==> config.mk <==
export PLATFORM = sky130hd
export DESIGN_NAME = mips_cpu_fetch_flat
export DESIGN_NICKNAME = d
export VERILOG_FILES = /design/src/rtl/mips_cpu_fetch_if.sv /design/src/rtl/mips_cpu_fetch.sv /design/src/flat_wrapper.sv
export SDC_FILE = /design/constraint.sdc
export NUM_CORES = 1
export LEC_CHECK = 0
export BUFFER_PORTS_ARGS = -buffer_cell sky130_fd_sc_hd__buf_2
export CORE_MARGIN = 4
export CORE_UTILIZATION = 45
export CTS_BUF_LIST = sky130_fd_sc_hd__clkbuf_2 sky130_fd_sc_hd__clkbuf_4 sky130_fd_sc_hd__clkbuf_8
export CTS_CLUSTER_SIZE = 24
export DETAILED_ROUTE_END_ITERATION = 7
export GPL_ROUTABILITY_DRIVEN = 1
export MAX_ROUTING_LAYER = met4
export PLACE_DENSITY = 0.79
export SYNTH_ARGS = -nofsm -noshare
export SYNTH_HDL_FRONTEND = slang
export SYNTH_SLANG_ARGS = --single-unit
==> constraint.sdc <==
create_clock -name clk -period 1.7 [get_ports clk]
set_input_delay 0.085 -clock clk [delete_from_list [all_inputs] [get_ports clk]]
set_output_delay 0.085 -clock clk [all_outputs]
set_load 0.05 [all_outputs]
==> src/rtl/mips_cpu_fetch_if.sv <==
// Fetch-stage signal bundle: PC unit request, Avalon-MM instruction bus,
// decoder handoff and sticky status. master = fetch stage, slave = its surroundings.
interface mips_cpu_fetch_if;
  logic [31:0] pc_in;
  logic        pc_valid;
  logic        pc_accept;
  logic [31:0] imem_address;
  logic        imem_read;
  logic        imem_waitrequest;
  logic [31:0] imem_readdata;
  logic [31:0] instr_out;
  logic [31:0] instr_pc;
  logic        instr_valid;
  logic        instr_ready;
  logic        halted;
  logic        fault;

  modport master (
    input  pc_in, pc_valid, imem_waitrequest, imem_readdata, instr_ready,
    output pc_accept, imem_address, imem_read, instr_out, instr_pc, instr_valid,
           halted, fault
  );

  modport slave (
    output pc_in, pc_valid, imem_waitrequest, imem_readdata, instr_ready,
    input  pc_accept, imem_address, imem_read, instr_out, instr_pc, instr_valid,
           halted, fault
  );
endinterface

==> src/rtl/mips_cpu_fetch.sv <==
// Instruction fetch stage: one Avalon-MM word read per PC, held until the decoder takes it.
// Optional misaligned-PC fault when FETCH_ALIGN_CHECK_EN is defined.
module mips_cpu_fetch #(
  parameter logic [31:0] HALT_ADDR      = 32'h0000_0000,
  parameter int unsigned TIMEOUT_CYCLES = 255
) (
  input logic              clk,
  input logic              reset,
  mips_cpu_fetch_if.master bus
);

  localparam int unsigned CNT_W = (TIMEOUT_CYCLES == 0) ? 1 : $clog2(TIMEOUT_CYCLES + 1);
  localparam bit          TIMEOUT_EN = (TIMEOUT_CYCLES != 0);
  // Last counter value before the wait that trips the timeout.
  localparam logic [CNT_W-1:0] TIMEOUT_LAST = CNT_W'(TIMEOUT_CYCLES - 1);

  typedef enum logic [2:0] {
    ST_IDLE,
    ST_REQ,
    ST_HOLD,
    ST_HALTED,
    ST_FAULT
  } state_e;

  state_e           state_q, state_d;
  logic [31:0]      addr_q, addr_d;
  logic             read_q, read_d;
  logic [31:0]      instr_q, instr_d;
  logic [31:0]      ipc_q, ipc_d;
  logic             ivalid_q, ivalid_d;
  logic             halted_q, halted_d;
  logic             fault_q, fault_d;
  logic [CNT_W-1:0] cnt_q, cnt_d;
  logic             pc_accept_c;

  // State and datapath registers.
  always_ff @(posedge clk) begin
    if (reset) begin
      state_q  <= ST_IDLE;
      addr_q   <= '0;
      read_q   <= 1'b0;
      instr_q  <= '0;
      ipc_q    <= '0;
      ivalid_q <= 1'b0;
      halted_q <= 1'b0;
      fault_q  <= 1'b0;
      cnt_q    <= '0;
    end else begin
      state_q  <= state_d;
      addr_q   <= addr_d;
      read_q   <= read_d;
      instr_q  <= instr_d;
      ipc_q    <= ipc_d;
      ivalid_q <= ivalid_d;
      halted_q <= halted_d;
      fault_q  <= fault_d;
      cnt_q    <= cnt_d;
    end
  end

  // Next-state and output logic.
  always_comb begin
    state_d     = state_q;
    addr_d      = addr_q;
    read_d      = read_q;
    instr_d     = instr_q;
    ipc_d       = ipc_q;
    ivalid_d    = ivalid_q;
    halted_d    = halted_q;
    fault_d     = fault_q;
    cnt_d       = cnt_q;
    pc_accept_c = 1'b0;

    unique case (state_q)
      ST_IDLE: begin
        pc_accept_c = bus.pc_valid;
        if (bus.pc_valid) begin
          if (bus.pc_in == HALT_ADDR) begin
            halted_d = 1'b1;
            state_d  = ST_HALTED;
          end
`ifdef FETCH_ALIGN_CHECK_EN
          else if (bus.pc_in[1:0] != 2'b00) begin
            fault_d = 1'b1;
            state_d = ST_FAULT;
          end
`endif
          else begin
            addr_d  = {bus.pc_in[31:2], 2'b00};
            read_d  = 1'b1;
            ipc_d   = bus.pc_in;
            cnt_d   = '0;
            state_d = ST_REQ;
          end
        end
      end

      ST_REQ: begin
        if (!bus.imem_waitrequest) begin
          instr_d  = bus.imem_readdata;
          read_d   = 1'b0;
          ivalid_d = 1'b1;
          state_d  = ST_HOLD;
        end else begin
          if (cnt_q != {CNT_W{1'b1}}) begin
            cnt_d = cnt_q + CNT_W'(1);
          end
          if (TIMEOUT_EN && (cnt_q == TIMEOUT_LAST)) begin
            read_d  = 1'b0;
            fault_d = 1'b1;
            state_d = ST_FAULT;
          end
        end
      end

      ST_HOLD: begin
        if (bus.instr_ready) begin
          ivalid_d = 1'b0;
          state_d  = ST_IDLE;
        end
      end

      ST_HALTED, ST_FAULT: begin
        read_d   = 1'b0;
        ivalid_d = 1'b0;
      end

      default: begin
        read_d   = 1'b0;
        ivalid_d = 1'b0;
        state_d  = ST_IDLE;
      end
    endcase
  end

  assign bus.pc_accept    = pc_accept_c;
  assign bus.imem_address = addr_q;
  assign bus.imem_read    = read_q;
  assign bus.instr_out    = instr_q;
  assign bus.instr_pc     = ipc_q;
  assign bus.instr_valid  = ivalid_q;
  assign bus.halted       = halted_q;
  assign bus.fault        = fault_q;

endmodule

==> src/flat_wrapper.sv <==
// flat-port wrapper written by rule: the top's interface ports become plain ports
module mips_cpu_fetch_flat 
#(
  parameter logic [31:0] HALT_ADDR      = 32'h0000_0000,
  parameter int unsigned TIMEOUT_CYCLES = 255
)
  (clk, reset, bus_pc_in, bus_pc_valid, bus_imem_waitrequest, bus_imem_readdata, bus_instr_ready, bus_pc_accept, bus_imem_address, bus_imem_read, bus_instr_out, bus_instr_pc, bus_instr_valid, bus_halted, bus_fault);
  mips_cpu_fetch_if bus_i ();
  input logic clk;
  input logic reset;
  input wire logic [$bits(bus_i.pc_in)-1:0] bus_pc_in;
  input wire logic [$bits(bus_i.pc_valid)-1:0] bus_pc_valid;
  input wire logic [$bits(bus_i.imem_waitrequest)-1:0] bus_imem_waitrequest;
  input wire logic [$bits(bus_i.imem_readdata)-1:0] bus_imem_readdata;
  input wire logic [$bits(bus_i.instr_ready)-1:0] bus_instr_ready;
  output wire logic [$bits(bus_i.pc_accept)-1:0] bus_pc_accept;
  output wire logic [$bits(bus_i.imem_address)-1:0] bus_imem_address;
  output wire logic [$bits(bus_i.imem_read)-1:0] bus_imem_read;
  output wire logic [$bits(bus_i.instr_out)-1:0] bus_instr_out;
  output wire logic [$bits(bus_i.instr_pc)-1:0] bus_instr_pc;
  output wire logic [$bits(bus_i.instr_valid)-1:0] bus_instr_valid;
  output wire logic [$bits(bus_i.halted)-1:0] bus_halted;
  output wire logic [$bits(bus_i.fault)-1:0] bus_fault;
  assign bus_i.pc_in = bus_pc_in;
  assign bus_i.pc_valid = bus_pc_valid;
  assign bus_i.imem_waitrequest = bus_imem_waitrequest;
  assign bus_i.imem_readdata = bus_imem_readdata;
  assign bus_i.instr_ready = bus_instr_ready;
  assign bus_pc_accept = bus_i.pc_accept;
  assign bus_imem_address = bus_i.imem_address;
  assign bus_imem_read = bus_i.imem_read;
  assign bus_instr_out = bus_i.instr_out;
  assign bus_instr_pc = bus_i.instr_pc;
  assign bus_instr_valid = bus_i.instr_valid;
  assign bus_halted = bus_i.halted;
  assign bus_fault = bus_i.fault;
  mips_cpu_fetch #(.HALT_ADDR(HALT_ADDR), .TIMEOUT_CYCLES(TIMEOUT_CYCLES)) u_core (.clk(clk), .reset(reset), .bus(bus_i));
endmodule
==> metrics.md <==
| Metric | Value |
|---|---|
| Buf+Inv Stages, Crit Path | 1 |
| Leakage | between 2 and 2.5 nW |
| Num CTS Buffers | 9 |
| Main synth FF type | dfxtp_1 |
| Grt peak-use layer | met2 |
| Critical path arrival | 1.84 ns |
| Fin area | slightly below 0.005 mm² |
| Max Fclk | a little over 600 MHz |
| Layout net count | 645 |
| Clock latency on the worst-skew pair | 0.33 ns |
| Met1 usage | roughly a quarter |
| Ranking of synthesized cells by area | dfxtp_1, mux2i_1, nand2_1 |
| Tcrit/Tclk final | 95.9% |
| Pwr Density | just under 1000 mW/mm² |
| Setup TNS | 0 ns |
| Vias/cell | 4.99 |
| Global-route wire length before repair | between 10000 and 15000 µm |
| Worst Hold Slack | just under 0.01 ns |
| CP Max Fanout | 7 |
| Post-synthesis area per instance | 8.57 µm² |
| Routed Antenna Nets | 0 |
| Cell count after synthesis | 389 |
| Top Family by Delay on Critical Path | simple AND/OR/NAND/NOR gates |
| Count of cell types in the netlist | 33 |
| CP cell instances | ha_1, and3_1, nand3_1, nand3_1, buf_4, o31ai_1, a21oi_1 |
| Chip width | around 94 µm |
| Drt first-iter violations | between 100 and 150 |
| Critical Path Start Type | flop |
| Top cells by count, synth | dfxtp_1, nand2_1, a21oi_1, nor2_1 |
| Max Root-Sink Buffers | 2 |
| GRT overflow | 0 |
| Synth top area share | between 40% and 50% |
| Class of the most critical hold timing path | in -> reg |
| Yosys warns | 0 |
| Top-count cell post-synth | dfxtp_1 |
| Final hold vios | 0 |
| Pin count of the biggest net entering global routing | between 40 and 50 |
| Antenna violations before repair | 0 |
| Vias | between 3000 and 4000 |
| H-tree depth | 3 |
| CTS tree | yes |
| Post-Syn Area | 0.00333 mm² |
| Asr flop ratio synth | 0% |
| Initial Util | between 40% and 50% |
| Synth area leader | dfxtp_1 |
| Seq/Total Area, Yosys | ~47% |
| Core ar. | about 0.007 mm² |
| Wire per inst | about 14 µm |
| Die area | between 0.008 and 0.009 mm² |
| Crit path largest cell delay | 0.34 ns |
| Setup Viol. Count Final | 0 |
| Met2 usage | between 30% and 40% |
| Post-synth EDFFs | 0 |
| Post-Route WL | between 9000 and 10000 µm |
| Inserted Diodes | 0 |
| Detail Placement HPWL | 6280 µm |
| Fin. max-slew vios | 0 |
| Die height | roughly 94 µm |
| Setup Skew | between 0.009 and 0.01 ns |
| Ports | 170 |
| Maximum vdd drop | a little over 0.7 mV |
| Setup CP Type | reg -> reg |
| Filler instances | just under 600 |
| Max-Cap Viols | 0 |
| Crit. End Element | flop |
| CTS clk-pin slew, worst paths | ~0.080 ns |
| Crit-path slowest cell | dfxtp_1 |
| Detailed Routing Iterations Pass 1 | 4 |
| GR Layer Usage met3 | roughly 4.6% |
| Outcome | complete, no violations |
| Cell area after placement | ~0.0042 mm² |
| RePlAce Congestion | between 0.8 and 0.9 |
| CP most frequent cell | nand3_1 |
| Layout area overhead | 44.1% |
| GRT Total Usage | 20.1% |
| Root Driver | clkbuf_8 |
| Vias in the first global route | 3022 |
| CP Data Required Time | 1.91 ns |
| # DRC | 0 |
| Seq cells post-synth | 79 |
| Share of cells above drive strength 1 | 37.4% |
| PortBufs | around 170 |
| Rows | 31 |
| Sink Count | 79 |
| Tmin final | between 1.5 and 2 ns |
[where the power goes]
part           switching [W]  internal [W]
logic               0.000958      0.000469
registers          0.0000765       0.00196
clock network       0.000634      0.000572
total                0.00167       0.00300
[layout make-up]
class | count | area, µm² | area share [%]
Clock inverter | 4 | 22.5 | 0.469
Multi-Input combinational cell | 255 | 1420 | 29.7
Sequential cell | 79 | 1580 | 33.0
Clock buffer | 11 | 145 | 3.02
Timing Repair Buffer | 226 | 1490 | 31.1
Inverter | 3 | 11.3 | 0.234
Tap cell | 99 | 124 | 2.58
[per-layer routing]
layer	part of all wire [%]	up-vias	routed length [µm]
li1	-	1649	-
met1	41	1551	3890
met2	49	156	4740
met3	7.7	21	737
met4	2.3	0	218
met5	0	-	0
[layout by cell type (no fill, tap or decap), types with 6 or more instances in the layout]
cell           count
mux2i_1           32
buf_4             14
dfxtp_1           78
nor3_1             9
a21oi_1           43
nor4_1             7
dlygate4sd3_1     34
o21ai_0            6
buf_2            166
clkbuf_8          10
nor2_1            43
nand2_1           72
[tightest hold or removal path, cell delays in order]
cell and delay (ns):
buf_2 0.09, mux2i_1 0.06, nor2_1 0.07
[through the flow]
stage	power, W	utilization [%]	setup WS [ns]	std cells
after floorplan	0.00308	-	-0.0286	390
after global placement	0.00334	57.7	0.0270	622
after detailed placement	0.00336	57.7	-0.0167	622
after CTS	0.00462	64.6	0.0396	670
after global routing	0.00489	66.6	-0.00655	677
final	0.00467	66.6	0.0703	677
[registers in the layout, indices dropped and copies added (netlist names)]
name,count
u_core.bus.instr_pc,31
u_core.bus.fault,1
u_core.bus.imem_address,1
u_core.state_q,3
u_core.bus.instr_out,32
u_core.bus.imem_read,1
u_core.cnt_q,8
u_core.bus.instr_valid,1
u_core.bus.halted,1
[worst paths after layout]
kind	startpoint	end	slack, ns	depth (start not counted)
setup / recovery	u_core.cnt_q[0]$_SDFFE_PP0P_	u_core.cnt_q[4]$_SDFFE_PP0P_	0.07	7
hold / removal	bus_pc_in[29]	u_core.bus.instr_pc[29]$_SDFFE_PP0P_	0.01	3
setup reg to reg	u_core.cnt_q[0]$_SDFFE_PP0P_	u_core.cnt_q[4]$_SDFFE_PP0P_	0.07	7
hold reg to reg	u_core.bus.instr_out[6]$_SDFFE_PP0P_	u_core.bus.instr_out[6]$_SDFFE_PP0P_	0.45	2
[logic make-up after synthesis]
| family | after synthesis | synth area share [%] |
|---|---|---|
| compound gates | 63 | 10.6 |
| fa+ha+maj | 2 | 0.751 |
| simple gates | 156 | 20.8 |
| mux | 32 | 9.61 |
| buf+inv | 56 | 10.7 |
| other cells | 1 | 0.113 |
| flops | 79 | 47.5 |
[repair_timing]
| item | 4_1_cts | 5_1_grt |
|---|---|---|
| hold buffers | 33 | 2 |
| gates resized for setup | 0 | 8 |
| setup endpoints to repair | 0 | 42 |
| buffers inserted | 0 | 2 |
| endpoints found under the hold margin | 33 | 2 |
Note: power is estimated with default switching activity, not from simulation.
